## src/rtl/vehicle_detector.sv

```systemverilog
// vehicle_detector
//   Four-approach loop-detector front end for the junction signal controller.
//   Each approach synchronises its raw inductive loop, debounces it, counts
//   arrivals into a saturating queue and models departures from the green
//   phase of that approach. A non-empty queue raises the approach's request
//   line to the controller.
//
// Ports
//   clk                          system clock, rising edge
//   rst                          synchronous active-high reset
//   loop_n/e/s/w                 raw loop detectors (asynchronous to clk)
//   ns/ew/sn/we_light [2:0]      controller lamps for north/east/south/west
//                                (red=001, yellow=010, green=100)
//   sensor_north/east/south/west approach has at least one queued vehicle
//   queue_n/e/s/w [QW-1:0]       current queue counts
//   ovf [3:0]                    sticky saturation flags {w,s,e,n}
module vehicle_detector #(
  parameter int DEBOUNCE = 4,
  parameter int DEPART   = 8,
  parameter int QW       = 5
) (
  input  logic          clk,
  input  logic          rst,
  input  logic          loop_n,
  input  logic          loop_e,
  input  logic          loop_s,
  input  logic          loop_w,
  input  logic [2:0]    ns_light,
  input  logic [2:0]    ew_light,
  input  logic [2:0]    sn_light,
  input  logic [2:0]    we_light,
  output logic          sensor_north,
  output logic          sensor_east,
  output logic          sensor_south,
  output logic          sensor_west,
  output logic [QW-1:0] queue_n,
  output logic [QW-1:0] queue_e,
  output logic [QW-1:0] queue_s,
  output logic [QW-1:0] queue_w,
  output logic [3:0]    ovf
);

  localparam int CW = $clog2(DEBOUNCE);
  localparam int DW = (DEPART > 1) ? $clog2(DEPART) : 1;

  localparam logic [CW-1:0] CNT_LAST = CW'(DEBOUNCE - 1);
  localparam logic [DW-1:0] DT_LAST  = DW'(DEPART - 1);
  localparam logic [QW-1:0] Q_MAX    = {QW{1'b1}};

  localparam logic [1:0] ST_IDLE    = 2'd0;
  localparam logic [1:0] ST_RISE    = 2'd1;
  localparam logic [1:0] ST_PRESENT = 2'd2;
  localparam logic [1:0] ST_FALL    = 2'd3;

  localparam logic [2:0] GREEN = 3'b100;

  // Channel index order: 0=north, 1=east, 2=south, 3=west.
  logic [3:0]    loops;
  logic [2:0]    light [4];
  logic [QW-1:0] q_all [4];
  logic [3:0]    ovf_all;

  assign loops    = {loop_w, loop_s, loop_e, loop_n};
  assign light[0] = ns_light;
  assign light[1] = ew_light;
  assign light[2] = sn_light;
  assign light[3] = we_light;

  genvar gi;
  generate
    for (gi = 0; gi < 4; gi++) begin : g_chan
      logic          sync1_reg;
      logic          s_reg;
      logic [1:0]    state_reg;
      logic [CW-1:0] cnt_reg;
      logic [DW-1:0] dt_reg;
      logic [QW-1:0] q_reg;
      logic          ovf_reg;
      logic          green;
      logic          arrival;
      logic          departure;

      // Only the exact green code counts; yellow, red and illegal codes do not.
      assign green = (light[gi] == GREEN);

      // Arrival and departure are decoded from current state so the queue
      // moves on the same edge the FSM/timer reaches its terminal condition.
      assign arrival   = (state_reg == ST_RISE) && s_reg && (cnt_reg == CNT_LAST);
      assign departure = green && (dt_reg == DT_LAST) && (q_reg != '0);

      always_ff @(posedge clk) begin
        if (rst) begin
          sync1_reg <= 1'b0;
          s_reg     <= 1'b0;
        end else begin
          sync1_reg <= loops[gi];
          s_reg     <= sync1_reg;
        end
      end

      always_ff @(posedge clk) begin
        if (rst) begin
          state_reg <= ST_IDLE;
          cnt_reg   <= '0;
        end else begin
          case (state_reg)
            ST_IDLE: begin
              if (s_reg) begin
                state_reg <= ST_RISE;
                cnt_reg   <= CW'(1);
              end
            end
            ST_RISE: begin
              if (!s_reg) begin
                state_reg <= ST_IDLE;
              end else if (cnt_reg == CNT_LAST) begin
                state_reg <= ST_PRESENT;
              end else begin
                cnt_reg <= cnt_reg + CW'(1);
              end
            end
            ST_PRESENT: begin
              if (!s_reg) begin
                state_reg <= ST_FALL;
                cnt_reg   <= CW'(1);
              end
            end
            default: begin
              // Loop coming back during release is the same vehicle.
              if (s_reg) begin
                state_reg <= ST_PRESENT;
              end else if (cnt_reg == CNT_LAST) begin
                state_reg <= ST_IDLE;
              end else begin
                cnt_reg <= cnt_reg + CW'(1);
              end
            end
          endcase
        end
      end

      // A partial green interval is forfeited when green drops.
      always_ff @(posedge clk) begin
        if (rst || !green) begin
          dt_reg <= '0;
        end else if (dt_reg == DT_LAST) begin
          dt_reg <= '0;
        end else begin
          dt_reg <= dt_reg + DW'(1);
        end
      end

      always_ff @(posedge clk) begin
        if (rst) begin
          q_reg   <= '0;
          ovf_reg <= 1'b0;
        end else if (arrival && !departure) begin
          if (q_reg == Q_MAX) begin
            ovf_reg <= 1'b1;
          end else begin
            q_reg <= q_reg + QW'(1);
          end
        end else if (departure && !arrival) begin
          q_reg <= q_reg - QW'(1);
        end
      end

      assign q_all[gi]   = q_reg;
      assign ovf_all[gi] = ovf_reg;
    end
  endgenerate

  assign queue_n      = q_all[0];
  assign queue_e      = q_all[1];
  assign queue_s      = q_all[2];
  assign queue_w      = q_all[3];
  assign sensor_north = (q_all[0] != '0);
  assign sensor_east  = (q_all[1] != '0);
  assign sensor_south = (q_all[2] != '0);
  assign sensor_west  = (q_all[3] != '0);
  assign ovf          = ovf_all;

endmodule

```

## config.mk

```make
export PLATFORM = sky130hd
export DESIGN_NAME = vehicle_detector
export DESIGN_NICKNAME = d
export VERILOG_FILES = /design/src/rtl/vehicle_detector.sv
export SDC_FILE = /design/constraint.sdc
export NUM_CORES = 1
export LEC_CHECK = 0
export ABC_CLOCK_PERIOD_IN_PS = 3000
export CAP_MARGIN = 40
export CORE_MARGIN = 5
export CORE_UTILIZATION = 45
export DETAILED_ROUTE_END_ITERATION = 8
export DONT_BUFFER_PORTS = 1
export SYNTH_ARGS = -nofsm -noshare
export SYNTH_HDL_FRONTEND = slang
export SYNTH_SLANG_ARGS = --single-unit
export TNS_END_PERCENT = 30
```

## constraint.sdc

```tcl
create_clock -name clk -period 3 [get_ports clk]
set_input_delay 0.45 -clock clk [delete_from_list [all_inputs] [get_ports clk]]
set_output_delay 0.45 -clock clk [all_outputs]
set_load 0.01 [all_outputs]
```

Word-level counts from Yosys, hierarchy flattened
Cells that the tools add are included.
{"block": "classes", "bitwise_logic": 0, "n_lt_le_gt_ge": 0, "n_mux": 60, "shifts": 0, "n_div": 0, "n_mul": 0, "n_addsub": 16, "n_reduce_logical": 76, "n_eq_ne": 48}
{"cell": "2-bit two-way mux", "count": 40}
{"cell": "5-bit two-way mux", "count": 12}
{"cell": "2-bit one-hot mux with 3 select lines", "count": 8}
{"cell": "2-bit inequality test, second input constant", "count": 16}
{"cell": "4-bit AND reduction", "count": 8}
{"cell": "3-bit equality test, second input constant", "count": 8}
{"cell": "1-bit logical AND", "count": 24}
{"cell": "5-bit by 1-bit adder with 5-bit output, second input constant", "count": 4}
{"cell": "5-bit equality test, second input constant", "count": 4}
{"cell": "5-bit nonzero test", "count": 4}
{"cell": "5-bit by 1-bit subtractor with 5-bit output, second input constant", "count": 4}
{"cell": "2-bit equality test, second input constant", "count": 8}
{"cell": "2-bit AND reduction", "count": 8}
{"cell": "4-bit nonzero test", "count": 4}
{"cell": "3-bit by 1-bit adder with 3-bit output, second input constant", "count": 4}
{"cell": "1-bit logical NOT", "count": 12}
{"cell": "3-bit by 1-bit inequality test with 1-bit output, second input constant", "count": 4}
{"cell": "3-bit by 2-bit inequality test with 1-bit output, second input constant", "count": 4}
{"cell": "2-bit by 1-bit adder with 2-bit output, second input constant", "count": 4}
{"cell": "2-bit by 1-bit equality test with 1-bit output, second input constant", "count": 4}
{"cell": "2-bit logical NOT", "count": 4}
{"cell": "2-bit nonzero test", "count": 4}
{"cell": "2-bit OR reduction", "count": 4}
{"cell": "1-bit logical OR", "count": 4}
{"block": "totals", "in_bits": 18, "mem_bits_rw": 0, "memories": 0, "mem_bits_ro": 0, "latch_bits": 0, "out_inout_bits": 28, "ff_bits": 60}

Logic depth before layout (Yosys ltp)
Gate-level depths: netlist of run 1.
{"block": "depth", "word_depth": 7, "depth_mapped": 11}

Worst setup path after synthesis of run 1
OpenSTA, ideal clock, no wires.
{"block": "synth_path", "path_type": "register -> register", "from": "register g_chan[0].dt_reg[0]", "to": "register g_chan[0].q_reg[4] (netlist: queue_n[4])", "stages_incl_launch_ff": 12, "period_less_slack_ns": 2.429, "setup_ns": 0.092, "arrival_ns": 2.336, "slack_ns": 0.571, "cell_sequence": "dfxtp_1 > ha_1 > ha_1 > nor4bb_1 > o21ai_2 > nand2_1 > inv_1 > fa_1 > nand3b_1 > a21oi_1 > a2bb2oi_1 > o32ai_1"}
{"block": "synth_between", "elab_chain_len": 7}
{"element": "from (decl)", "line": "76", "source": "logic [DW-1:0] dt_reg;"}
{"element": "from (signal assigned)", "line": "149", "source": "dt_reg <= dt_reg + DW'(1);"}
{"element": "3-bit equality test *", "line": "89", "source": "assign departure = green && (dt_reg == DT_LAST) && (q_reg != '0);"}
{"element": "1-bit logical AND * (2 in a row)", "line": "89"}
{"element": "1-bit logical NOT", "line": "157", "source": "end else if (arrival && !departure) begin"}
{"element": "1-bit logical AND", "line": "157"}
{"element": "2-bit inequality test (no line) / 2-bit nonzero test (equally long branches)"}
{"element": "2-bit AND reduction (no line)"}
{"element": "to (signal assigned)", "line": "161", "source": "q_reg <= q_reg + QW'(1);"}
{"element": "to (signal assigned)", "line": "164", "source": "q_reg <= q_reg - QW'(1);"}
{"element": "to (decl)", "line": "77", "source": "logic [QW-1:0] q_reg;"}
Mark *: on every way between the ends. The rest lies on a longest branch, timed or not.
A chain may end at the register's enable or synchronous reset.

Final worst setup path of run 1
{"block": "layout_path", "from": "register g_chan[3].dt_reg[0]", "to": "register g_chan[3].q_reg[4] (netlist: queue_w[4])"}
{"block": "layout_between", "elab_chain_len": 7}
{"element": "from (decl)", "line": "76"}
{"element": "from (signal assigned)", "line": "149"}
{"element": "3-bit equality test *", "line": "89"}
{"element": "1-bit logical AND * (2 in a row)", "line": "89"}
{"element": "1-bit logical NOT", "line": "157"}
{"element": "1-bit logical AND", "line": "157"}
{"element": "2-bit inequality test (no line) / 2-bit nonzero test (equally long branches)"}
{"element": "2-bit AND reduction (no line)"}
{"element": "to (signal assigned)", "line": "161"}
{"element": "to (signal assigned)", "line": "164"}
{"element": "to (decl)", "line": "77"}
Marked as above.

==> impl_metrics.tcl, run 1 <==
set metrics [dict create \
    cts-root-buf "clkbuf_8" \
    cts.hold.buffers_added 0 \
    grt_pass1_wl_um 10700 \
    dr.pass1.iters 4 \
    finalWirelength_um 6300 \
    drc 0 \
    largest_reg_flops 12 \
    grt_max_degree 56 \
    cts_resized 0 \
    syn2layout_area_growth_pct 10.2 \
    fill_cells 729 \
    antenna_left 0 \
    yosys.cell_types.count 53 \
    clock_path_buffers 2 \
    status "completed" \
    worst-path-max-fanout 5 \
    swShare_pct 18.4 \
    htree_num_levels 3 \
    wire_per_inst_um 13.7 \
    max_cap_viol_count 0 \
    drtIter0Drc 65 \
    setup_tns_ps 0 \
    synth_edf_count 0 \
    slowest_stage "nor4bb_1" \
    final_common_cell "dfxtp_1" \
    synth-warning-count 0 \
    routabilityCongestion 0.820 \
    hpwl_um 4620 \
    fin_crit_sh_pct 92.1 \
    report.final.hold_viol_count 0 \
    holdPathStages 1 \
    fmax_mhz 362 \
    power_density_nw_per_um2 492 \
    combinationalPowerShare_pct 1.8 \
    synth_fp_nets 404 \
    arrival_ps 3010 \
    worstSetupStartpointType "flip-flop" \
    crit_required_ps 3240 \
    slowest_delay_ps 450 \
    rows 31 \
    initial_core_util_pct 46.0 \
    coreArea_um2 7210 \
    clock-sinks 60 \
    ys_seq_area_share_pct 36.2 \
    drv_slew 0 \
    antenna_cells 0 \
    clockPowerShare_pct 52.8 \
    die_h_um 95.9 \
    clock_skew_ps 4.50 \
    grt_usage_pct 14.9 \
    tightest_slew_ps 519 \
    power_switching_w 0.000331 \
    power.share.sequential_pct 45.4 \
    drive_above_1_share_pct 10.8 \
    io_pins 46 \
    vias 2487 \
    relSlewSlack_pct 64.9 \
    synthFlopType "dfxtp_1" \
    postCtsSetupBuffers 0 \
    setup_viol 0 \
    syn_area_um2 3320 \
    ir_drop_v 0.000202 \
    hp-class "in -> reg" \
    antenna_found_initial 0 \
    async_flop_share_pct 0 \
    clk_latency_ps 340 \
    end_kind "flip-flop" \
    syn_avg_cell_area_um2 9.34 \
    most-common-layout-cells "dfxtp_1, nand2_1, nor2_1" \
    critical_path.cell_chain "ha_1 -> ha_1 -> nor4bb_1 -> o21ai_2 -> nand2_1 -> inv_1 -> fa_1 -> nand3b_1 -> a21oi_1 -> a2bb2oi_1 -> o32ai_1" \
    post-route-util_pct 50.7 \
    path_clk_slew_ps 60 \
    intPower_w 0.00147 \
    crit_path_frequent_cell "ha_1" \
    cts_made_buffers 9 \
    ys_ff_latch 60 \
    grt_pass1_vias 2357 \
    cts_tree "yes" \
    p_leak_nw 1.62 \
    die_area_um2 9190 \
    grt_overflow_total 0 \
    die_x_um 95.9 \
    worst-setup-path-type "reg -> reg" \
    min_period_ps 2760 \
    syn_inst 355 \
    rsz0062_at_grt "no" \
    rr_worst_depth 11 \
    final_nets 404 \
    vias_per_cell 5.42 \
    placement.io_buffers 0 \
]
[power groups by stage]
| stage | combinational, W | clock (W) | sequential [W] |
|---|---|---|---|
| 3_3_place_gp | 0.0000318 | 0 | 0.000833 |
| 5_1_grt | 0.0000381 | 0.00102 | 0.000817 |
| 4_1_cts | 0.0000332 | 0.000977 | 0.000816 |
| 6_report | 0.0000322 | 0.000949 | 0.000816 |
| 2_1_floorplan | 0.0000381 | 0 | 0.000832 |
| 3_5_place_dp | 0.0000330 | 0 | 0.000834 |
[synth_stat cells, types with 3 or more instances]
library cell  instances  share of area (%)
or2_1                 3               0.57
or4_4                 3                1.0
nor4_1                4               0.75
a2bb2oi_1             3               0.79
buf_1                 4               0.45
a21boi_4              3                1.7
o211ai_2              3                1.1
dfxtp_1              60                 36
and3_1               13                2.5
xnor2_1               5                1.3
mux2_1                6                2.0
mux2i_1               9                2.7
ha_1                 27                 10
xor2_1                3               0.79
nor3b_1               5                1.1
o21ai_2               3               0.79
mux2_2                3                1.0
nand3_1              10                1.5
o32ai_1               4                1.1
nor3_1                4               0.60
nor2_1               29                3.3
inv_1                10                1.1
nand4b_1              3               0.79
buf_4                 5                1.1
and2_1               11                2.1
nand2_1              36                4.1
fa_1                  4                2.4
nor4bb_1              3               0.91
o21ai_0               5               0.75
nand3b_1              3               0.68
a21oi_1              25                3.8
a41oi_1               3               0.79
clkbuf_1              3               0.34
nor2b_1              12                2.3
o211ai_1              3               0.68
[cell type report]
type / count / area [um2] / area share (%)
Sequential cell: 60 / 1200 / 32.9
Clock inverter: 3 / 90.1 / 2.46
Inverter: 11 / 41.3 / 1.13
Tap cell: 99 / 124 / 3.39
Multi-Input combinational cell: 271 / 2010 / 54.9
Timing Repair Buffer: 2 / 15.0 / 0.411
Clock buffer: 13 / 179 / 4.89
[per-layer routing]
| metal | wire length [um] | track usage (%) | up-vias |
|---|---|---|---|
| met4 | 87 | 6.40 | 0 |
| met5 | 0 | 0 | - |
| met1 | 2900 | 18.0 | 1157 |
| met3 | 370 | 5.16 | 9 |
| met2 | 2940 | 23.8 | 45 |
| li1 | - | - | 1276 |
[stage by stage]
step / total power [W] / setup WS (ps) / std cells / hold slack [ps] / instance area (um2)
floorplan: 0.000870 / 571 / 355 / 404 / 3320
global placement: 0.000865 / 362 / 443 / 412 / 3390
detailed placement: 0.000867 / 284 / 443 / 425 / 3390
CTS: 0.00183 / 241 / 459 / 163 / 3660
global route: 0.00187 / 26.3 / 459 / 156 / 3660
finish: 0.00180 / 236 / 459 / 184 / 3660
[worst max-delay path: cells and delay by family (launching register included)]
family | cells | cell delay, ps
adders and majority gates | 3 | 720
buffers and inverters | 1 | 70
DFF | 1 | 340
and+or+nand+nor | 3 | 870
AOI/OAI and AO/OA | 4 | 670
[kinds of logic (layout without fill, tap and decap cells)]
group,Yosys count,in the layout,share of synthesized area [%]
AO/OA/AOI/OAI,66,66,14.9
flip-flops,60,60,36.2
buffers and inverters,24,29,3.32
multiplexers,21,21,7.09
adder cells (fa/ha/maj),31,31,12.6
XOR/XNOR,8,8,2.11
AND/OR/NAND/NOR,145,145,23.8
[path summary, 6_finish.rpt]
kind                                  start                        endpoint  slack [ps]
max          g_chan[3].dt_reg[0]$_SDFF_PP0_         queue_w[4]$_SDFFE_PP0P_         240
min                                     rst  g_chan[0].ovf_reg$_SDFFE_PP0P_         180
max reg2reg  g_chan[3].dt_reg[0]$_SDFF_PP0_         queue_w[4]$_SDFFE_PP0P_         240
min reg2reg  g_chan[0].dt_reg[0]$_SDFF_PP0_  g_chan[0].dt_reg[0]$_SDFF_PP0_         440
(Power assumes the default switching activity.)
==> inputs of run 2 (changes only) <==
CAP_MARGIN = unset   (was 40)
CORE_ASPECT_RATIO = 1.25   (was unset)
SKIP_CTS_REPAIR_TIMING = 1   (was unset)
==> run 2 against run 1 <==
Setup slack better by 53 ps; first-iteration DRC count down 18%; critical path type unchanged; worst hold slack about the same; sequential cell count unchanged; sequential power about the same; global-route usage down 0.29 points; sequential share of layout area up 0.62 points; combinational power about the same; routed wire length up 0.56%; register-to-register slack better by 50 ps; die area up 0.12%.
==> impl_metrics.tcl, run 2 (synthesis results as in run 1) <==
set metrics [dict create \
    wire_per_inst_um 13.9 \
    dpl_worst_slack_ps 303 \
    fmax_mhz 369 \
    coreArea_um2 7270 \
    clock_path_buffers 2 \
    finalNonFillerCells 455 \
    die_area_um2 9200 \
    worst-path-max-fanout 5 \
    end_kind "flip-flop" \
    largest_reg_flops 12 \
    grt_usage_pct 14.6 \
    final_common_cell "dfxtp_1" \
    cts-root-buf "clkbuf_8" \
    rows 35 \
    most-common-layout-cells "dfxtp_1, nand2_1, nor2_1" \
    hpwl_um 4520 \
    crit_required_ps 3240 \
    cts_made_buffers 9 \
    worstSetupStartpointType "flip-flop" \
    report.final.hold_viol_count 0 \
    hp-class "in -> reg" \
    drc 0 \
    path_clk_slew_ps 80 \
    io_pins 46 \
    relSlewSlack_pct 64.9 \
    drive_above_1_share_pct 11.6 \
    tightest_slew_ps 519 \
    rsz0062_at_grt "no" \
    syn2layout_area_growth_pct 8.19 \
    dr.pass1.iters 4 \
    die_x_um 86.8 \
    power_density_nw_per_um2 426 \
    final_area_um2 3590 \
    htree_num_levels 3 \
    setup_tns_ps 0 \
    grt_pass1_wl_um 10900 \
    final_nets 407 \
    routabilityCongestion 0.765 \
    drtIter0Drc 53 \
    fin_crit_sh_pct 90.4 \
    post-route-util_pct 49.4 \
    clock_skew_ps 12.2 \
    initial_core_util_pct 45.6 \
    max_cap_viol_count 0 \
    min_period_ps 2710 \
    numPlacedInstances 439 \
    place_area_um2 3400 \
    clk_latency_ps 340 \
    grt_pass1_vias 2429 \
    vias 2484 \
    antenna_cells 0 \
    finalWorstSetupSlack_ps 288 \
    crit_start "g_chan[2].dt_reg[0]$_SDFF_PP0_" \
    antenna_found_initial 0 \
    die_h_um 106 \
    placement.io_buffers 0 \
    worst-setup-path-type "reg -> reg" \
    drv_slew 0 \
    clock-sinks 60 \
    arrival_ps 2960 \
    grt_max_degree 56 \
    hold_start "rst" \
    p_leak_nw 1.60 \
    finalWirelength_um 6330 \
    vias_per_cell 5.46 \
    cts_tree "yes" \
    setup_viol 0 \
    antenna_left 0 \
    ir_drop_v 0.000204 \
    reg2reg_from "g_chan[2].dt_reg[0]$_SDFF_PP0_" \
    status "completed" \
    grt_overflow_total 0 \
]
==> run 2: cell count changes in the layout (fill, tap and decap cells not counted) <==
cell and change:
clkinv_2 +3, clkbuf_8 -1, bufinv_16 -3, buf_4 +3, clkinvlp_4 +1
==> run 2: layout make-up <==
type	instances	area, um2
fill	722	3680
multi-input combinational	271	2010
sequential	60	1200
clock buffer	12	165
tap	92	115
inverter	11	41.3
timing repair buffer	5	37.5
clock inverter	4	22.5
==> run 2: metal layers <==
layer | wire length, um | global-route usage [%]
met5 | 0 | 0
met4 | 116 | 7.35
met3 | 255 | 3.33
met2 | 3150 | 25.0
met1 | 2810 | 16.6
==> run 2: where the power goes <==
part,switching [W],internal [W]
registers,0.00000829,0.000808
clock network,0.000316,0.000363
logic,0.0000164,0.0000158
total,0.000341,0.00119
==> run 2: final timing paths <==
kind | slack (ps) | cells past startpoint | end
min | 180 | 1 | g_chan[1].ovf_reg$_SDFFE_PP0P_
max | 290 | 11 | queue_s[4]$_SDFFE_PP0P_
max reg2reg | 290 | 11 | queue_s[4]$_SDFFE_PP0P_
min reg2reg | 430 | 1 | g_chan[1].dt_reg[0]$_SDFF_PP0_
==> run 2: critical path, stage by stage, from the launching register on <==
cell       delay [ps]
dfxtp_1           340
ha_1              150
ha_1              170
nor4bb_1          450
o21ai_2           200
nand2_1           210
inv_1              80
fa_1              390
nand3b_1          200
a21oi_1           140
a2bb2oi_1          80
o32ai_1           210
==> run 2: metrics by stage <==
step / total power (W) / hold slack (ps)
6_report: 0.00153 / 183
5_1_grt: 0.00160 / 157
4_1_cts: 0.00156 / 155
3_5_place_dp: 0.000867 / 418
3_3_place_gp: 0.000865 / 415
2_1_floorplan: 0.000870 / 404
